## src/rtl/mem_access_ctrl.sv

```systemverilog
// mem_access_ctrl
//   MEM-stage data-memory access controller. Turns one load/store per
//   instruction into a single request/ready transaction on the data-RAM bus,
//   holds the pipeline while the transaction is outstanding, and returns the
//   lane-selected, extended load data (or the ALU result) toward WB.
//
// Ports
//   clk                in   pipeline clock
//   rst                in   asynchronous reset, active-low
//   mem_read_flag      in   instruction is a load
//   mem_write_flag     in   instruction is a store (wins if both flags set)
//   mem_sign_ext_flag  in   sign-extend a byte load (LB), else zero-extend
//   mem_sel[3:0]       in   4'b0001 byte access, 4'b1111 word access
//   mem_write_data     in   store data
//   alu_result         in   effective address for memory ops, result otherwise
//   stall_request      out  hold IF/ID/EX/MEM pipeline registers
//   result             out  value forwarded to the MEM/WB register
//   ram_en             out  bus request valid
//   ram_write_en[3:0]  out  per-byte write strobes (0 for reads)
//   ram_addr           out  word-aligned request address
//   ram_write_data     out  lane-positioned store data
//   ram_read_data      in   read data, valid with ram_ready
//   ram_ready          in   completes the outstanding request
module mem_access_ctrl (
    input  logic        clk,
    input  logic        rst,
    input  logic        mem_read_flag,
    input  logic        mem_write_flag,
    input  logic        mem_sign_ext_flag,
    input  logic [3:0]  mem_sel,
    input  logic [31:0] mem_write_data,
    input  logic [31:0] alu_result,
    output logic        stall_request,
    output logic [31:0] result,
    output logic        ram_en,
    output logic [3:0]  ram_write_en,
    output logic [31:0] ram_addr,
    output logic [31:0] ram_write_data,
    input  logic [31:0] ram_read_data,
    input  logic        ram_ready
);

    typedef enum logic [1:0] {
        IDLE = 2'd0,
        BUSY = 2'd1,
        DONE = 2'd2
    } state_t;

    state_t state;

    logic       access;
    logic       is_store;
    logic       is_byte;
    logic [1:0] lane;

    // Load attributes latched at issue so the returned data does not depend
    // on what the inputs show while the request is outstanding.
    logic        ld_p1;
    logic        ld_sext_p1;
    logic        ld_byte_p1;
    logic [1:0]  ld_lane_p1;
    logic [31:0] ld_data_p2;

    assign access   = mem_read_flag | mem_write_flag;
    // Both flags high is treated as a store.
    assign is_store = mem_write_flag;
    assign is_byte  = (mem_sel == 4'b0001);
    assign lane     = alu_result[1:0];

    function automatic logic [3:0] store_strobe(input logic byte_acc, input logic [1:0] ln);
        if (byte_acc)
            return 4'b0001 << ln;
        return 4'b1111;
    endfunction

    // A byte store drives the same byte on every lane; the strobe picks one.
    function automatic logic [31:0] store_data(input logic byte_acc, input logic [31:0] d);
        if (byte_acc)
            return {4{d[7:0]}};
        return d;
    endfunction

    function automatic logic [31:0] extend_load(input logic [31:0] word, input logic byte_acc,
                                                input logic [1:0] ln, input logic sext);
        logic        [7:0] b;
        logic signed [7:0] bs;
        b  = word[8*ln +: 8];
        bs = b;
        if (!byte_acc)
            return word;
        if (sext)
            return 32'(bs);
        return {24'd0, b};
    endfunction

    always_ff @(posedge clk or negedge rst) begin
        if (!rst) begin
            state          <= IDLE;
            ram_en         <= 1'b0;
            ram_write_en   <= 4'b0000;
            ram_addr       <= 32'd0;
            ram_write_data <= 32'd0;
            ld_p1          <= 1'b0;
            ld_sext_p1     <= 1'b0;
            ld_byte_p1     <= 1'b0;
            ld_lane_p1     <= 2'd0;
            ld_data_p2     <= 32'd0;
        end else begin
            case (state)
                // Issue: request fields are registered here and then held.
                IDLE: begin
                    if (access) begin
                        ram_en         <= 1'b1;
                        ram_addr       <= {alu_result[31:2], 2'b00};
                        ram_write_en   <= is_store ? store_strobe(is_byte, lane) : 4'b0000;
                        ram_write_data <= is_store ? store_data(is_byte, mem_write_data) : 32'd0;
                        ld_p1          <= ~is_store;
                        ld_sext_p1     <= mem_sign_ext_flag;
                        ld_byte_p1     <= is_byte;
                        ld_lane_p1     <= lane;
                        state          <= BUSY;
                    end
                end
                // Outstanding: wait for ready, then capture the extended data.
                BUSY: begin
                    if (ram_ready) begin
                        ram_en       <= 1'b0;
                        ram_write_en <= 4'b0000;
                        ld_data_p2   <= extend_load(ram_read_data, ld_byte_p1, ld_lane_p1, ld_sext_p1);
                        state        <= DONE;
                    end
                end
                // Completed instruction is still on the inputs; do not re-issue.
                DONE: begin
                    state <= IDLE;
                end
                default: begin
                    state <= IDLE;
                end
            endcase
        end
    end

    always_comb begin
        stall_request = ((state == IDLE) && access) || (state == BUSY);
        result        = alu_result;
        if ((state == DONE) && ld_p1)
            result = ld_data_p2;
    end

endmodule

```

## config.mk

```make
export PLATFORM = sky130hd
export DESIGN_NAME = mem_access_ctrl
export DESIGN_NICKNAME = d
export VERILOG_FILES = /design/src/rtl/mem_access_ctrl.sv
export SDC_FILE = /design/constraint.sdc
export NUM_CORES = 1
export LEC_CHECK = 0
export ABC_CLOCK_PERIOD_IN_PS = 3500
export BUFFER_PORTS_ARGS = -buffer_cell sky130_fd_sc_hd__buf_4
export CAP_MARGIN = 20
export CORE_MARGIN = 2
export CORE_UTILIZATION = 25
export DETAILED_ROUTE_END_ITERATION = 16
export PLACE_DENSITY = 0.47
export SETUP_SLACK_MARGIN = 0.4
export SLEW_MARGIN = 25
export SYNTH_ARGS = -nofsm -noshare
export SYNTH_HDL_FRONTEND = slang
export SYNTH_SLANG_ARGS = --single-unit
export TNS_END_PERCENT = 50
```

## constraint.sdc

```tcl
create_clock -name clk -period 3.5 [get_ports clk]
set_input_delay 0.7 -clock clk [delete_from_list [all_inputs] [get_ports clk]]
set_output_delay 0.7 -clock clk [all_outputs]
set_load 0.01 [all_outputs]
```

# Word-level counts from Yosys, hierarchy flattened
# Index checks and enable logic that the tools add are counted.
[classes] eq_ne=5 shifts=2 reduce_logical=9 bitwise=2 mux=30
[op_table] operator="$mux W32" n=8
[op_table] operator="$shiftx A32 B6 Y8" n=1
[op_table] operator="$mux W4" n=5
[op_table] operator="$mux W1" n=12
[op_table] operator="$pmux W4 S2" n=1
[op_table] operator="$reduce_and A2 Y1" n=3
[op_table] operator="$eq A4 B1 Y1 const B" n=1
[op_table] operator="$mux W2" n=2
[op_table] operator="$ne A2 B2 Y1 const B" n=2
[op_table] operator="$pmux W2 S2" n=1
[op_table] operator="$shl A1 B2 Y4 const A" n=1
[op_table] operator="$reduce_and A3 Y1" n=1
[op_table] operator="$eq A2 B1 Y1 const B" n=1
[op_table] operator="$eq A2 B2 Y1 const B" n=1
[op_table] operator="$logic_and A1 B1 Y1" n=2
[op_table] operator="$logic_not A2 Y1" n=1
[op_table] operator="$pmux W1 S2" n=1
[op_table] operator="$reduce_bool A2 Y1" n=1
[op_table] operator="$logic_or A1 B1 Y1" n=1
[op_table] operator="$not A1 Y1" n=1
[op_table] operator="$or A1 B1 Y1" n=1
[word_totals] register_bits=106 output_inout_bits=102 inputBits=106 word_cells=58

# Logic depth before layout (Yosys ltp)
[logic_depth] word_depth=8 ltp_mapped=7 ltp_nobuf=5

# Worst setup path before layout
# Ideal clock, no wire load.
[synth_timing] kind="register -> output" from="reg state[0]" to="out result[10]" t_required_ns=2.800 n_path_buf=1 path_stages_with_launch=4 arrival_time_ns=1.154 setup_slack_ns=1.646 path_cell_list="dfrtp_1 nand3b_1 buf_2 mux2_2"
[synth_between] elab_chain_len=3
[synth_rtl] item="start, declared" line_no="49" text="state_t state;"
[synth_rtl] item="start signal, assigned" line_no="98" text="state <= IDLE;"
[synth_rtl] item="start signal, assigned" line_no="121" text="state <= BUSY;"
[synth_rtl] item="start signal, assigned" line_no="130" text="state <= DONE;"
[synth_rtl] item="$eq A2 B2 Y1" line_no="147" text="if ((state == DONE) && ld_p1)"
[synth_rtl] item="$logic_and A1 B1 Y1" line_no="147"
[synth_rtl] item="$mux W32" line_no="147"
[synth_rtl] item="end, declared" line_no="34" text="output logic [31:0] result,"
# No other way between the ends.

# Final worst setup path
[layout_timing] from="reg state[0]" to="out result[7]"
# Same word-level chain as after synthesis.

==> impl_metrics.ini <==
[status]
status = complete, no violations

[synthesis]
synth_top_area_cell = sky130_fd_sc_hd__dfrtp_1
netlist-cell-type-count = 31
cell_area_after_technology_mapping_um2 = 4850
synth_top_cell_area_share_pct = 54.7
syn_avg_cell_area_um2 = 9.28
synth-edff-count = 0
number_of_storage_elements_in_the_synthesis_netlist = 106
yosys-top-cells-count = sky130_fd_sc_hd__nand2_1, sky130_fd_sc_hd__dfrtp_1, sky130_fd_sc_hd__a21oi_1
synth_most_common_cell = sky130_fd_sc_hd__nand2_1
synth.yosys.warnings = 0
ys_dominant_reg_cell = sky130_fd_sc_hd__dfrtp_1
leading_post_synthesis_cells_by_cell_area = sky130_fd_sc_hd__dfrtp_1, sky130_fd_sc_hd__nand2_1, sky130_fd_sc_hd__a21oi_1
synth.yosys.seq_area_share_pct = 54.7
postSynth.asyncResetShare_pct = 100
syn-instance-count = 523

[floorplan]
core_area_um2 = 18900
design.portCount = 208
die_height_um = 143
num_rows = 50
start_util_pct = 25.7
die_area_um2 = 20500
fp.dieW_um = 143

[grt]
top_usage_layer = met2
via_count_of_the_first_global_routing_pass = 4496
grt_max_degree = 60
grt_util_met2_pct = 26.5
global_routing_usage_on_met3_pct = 2.77
grt_usage_pct = 16.2
grt.overflow.total = 0
grt_first_pass_wirelength_um = 25400
antenna_found_initial = 0
met1_usage_pct = 22.1

[timing]
tightestPinTransition_ps = 980
clock_skew_ps = 11.1
setup_slack_ps = 944
grt_setup_unrepaired = no
final_period_minus_worst_setup_slack_ps = 2560
fin_hold_ws_ps = 365
timing.final.hold_violations = 0
setup_viol_count_final = 0
maxSlewViolCount = 0
tns_ps = 0
final_min_period_over_clock_period_pct = 73.0
timing.max_slew.rel_slack_pct = 34.7
max_freq_mhz = 391

[worst_setup_path]
cp-start-kind = flip-flop
critPathArrivalTime_ps = 1860
critical_path.max_fanout = 32
timing.critical_path.required_ps = 2800
r2r_cells = 5
ff2ff_setup_slack_ps = 1500
worst-setup-path-type = flip-flop to output port
r2r_start = state[1]
timing.rr.end = ram_addr[7]
critical_path_sink_type = output port

[routing]
num_vias = 4400
drt_iter0_drc = 159
wirelength_um = 16900
detail_route.vias_per_cell = 4.52
detail_route.first_pass.iterations = 5
detail_route.wl_per_cell_um = 17.3
ant_nets = 0
remaining_drc_errors = 0

[placed_design]
postPlaceCellArea_um2 = 6610
final_hpwl_from_detailed_placement_um = 12400
port_buffers = 205
preCtsSetupSlack_ps = 1150
gp_congestion = 0.807

[cts]
tritoncts = yes
clock_latency_ps = 360
cts-hold-fix-buffers = 0
clk_transition_reported_paths_ps = 90
cts_setup_buffers = 0
cts_inserted_buffers = 9
cts_sinks = 106
max-clock-path-buffers = 2
cts.htree.levels = 3
cts.root.buffer_cell = sky130_fd_sc_hd__clkbuf_16
ctsResizeCount = 0

[power]
static-leakage-power_nw = 3.39
p_int_w = 0.00338
seqPwrFrac_pct = 40.2
sw_frac_of_total_pct = 38.7
ir_worst_vdd_uv = 342
power-per-cell-area_nw_per_um2 = 800
share_clk_of_total_power_pct = 18.7
power_frac_comb_pct = 41.2
netSwitchingPower_w = 0.00214

[final_layout]
num-nets-final = 814
synthToLayoutAreaGrowth_pct = 42.3
layout.core_utilization_pct = 36.5
fraction_of_final_layout_cells_sized_beyond_drive_strength_1_pct = 36.9
stdcell_area_um2 = 6910
antenna_cells = 0

[flow_run]
maxCapViolations = 0

[min_path]
hold_class = input port to asynchronous set/reset pin
## placed cells by master (no fill, tap or decap), drive strengths merged
cell	instances
or2	1
o22ai	1
a211o	1
nor3b	1
nor2	29
o221ai	6
clkbuf	9
nand2	135
and2	9
nand2b	2
mux2	32
mux4	1
a22o	10
nor3	1
a21oi	75
clkinv	1
nand3b	1
dfrtp	106
o21a	2
inv	20
nor4b	1
a31oi	7
nand3	1
or4b	1
mux2i	1
buf	210
clkinvlp	2
conb	2
o21ai	45
## flip-flops by register name, indices dropped and copies added (netlist names)
| name | cells |
|---|---|
| ld_data_p2 | 32 |
| ram_write_data | 32 |
| ram_addr | 30 |
| ram_write_en | 4 |
| ld_lane_p1 | 2 |
| state | 2 |
| ld_byte_p1 | 1 |
| ld_p1 | 1 |
| ld_sext_p1 | 1 |
| ram_en | 1 |
## metal layers
layer	part of all wire, %	vias to the layer above
li1	-	2134
met1	44	2104
met2	49	143
met3	4.6	19
met4	2.2	0
met5	0	-
## area by class of cell
type / instances / area [µm²]
Fill cell: 1981 / 12000
Sequential cell: 106 / 2650
Multi-Input combinational cell: 365 / 1970
Timing Repair Buffer: 210 / 1600
Tap cell: 260 / 325
Clock buffer: 9 / 225
Clock inverter: 7 / 68.8
Inverter: 16 / 60.1
## kinds of logic (layout without fill, tap and decap cells)
group           Yosys count  in the layout  share of synthesized area, %
simple gates            182            182                          15.4
compound gates          147            147                          16.8
flops                   106            106                          54.7
buf+inv                  53            242                          5.00
mux                      34             34                          8.10
other cells               1              2                        0.0773
## critical path: stages (launching register included)
cell                       delay, ps
sky130_fd_sc_hd__dfrtp_1         410
sky130_fd_sc_hd__nand3b_1        120
sky130_fd_sc_hd__buf_4           410
sky130_fd_sc_hd__mux2_2          400
sky130_fd_sc_hd__buf_4           150
## worst max-delay path by stage
stage | from | slack [ps] | end | depth (start not counted)
finish | state[0] | 940 | result[7] | 4
global route | state[0] | 850 | result[8] | 4
CTS | state[0] | 920 | result[16] | 4
detailed placement | mem_sel[1] | 1150 | ram_write_data[12] | 4
global placement | mem_sel[1] | 1180 | ram_write_data[30] | 4
floorplan | state[0] | 1650 | result[10] | 3
## per-stage QoR
stage               instances  power [W]
detailed placement        957    0.00455
CTS                       973    0.00561
finish                    973    0.00552
global route              973    0.00595
floorplan                 524    0.00334
global placement          957    0.00451
## power by group through the flow
stage                     Sequential (W)  Clock, W  Combinational (W)
final                            0.00222   0.00103            0.00227
after detailed placement         0.00225         0            0.00230
after global placement           0.00223         0            0.00227
after global routing             0.00231   0.00112            0.00252
after CTS                        0.00223   0.00107            0.00231
after floorplan                  0.00227         0            0.00108
Note: power is estimated with default switching activity, not from simulation.
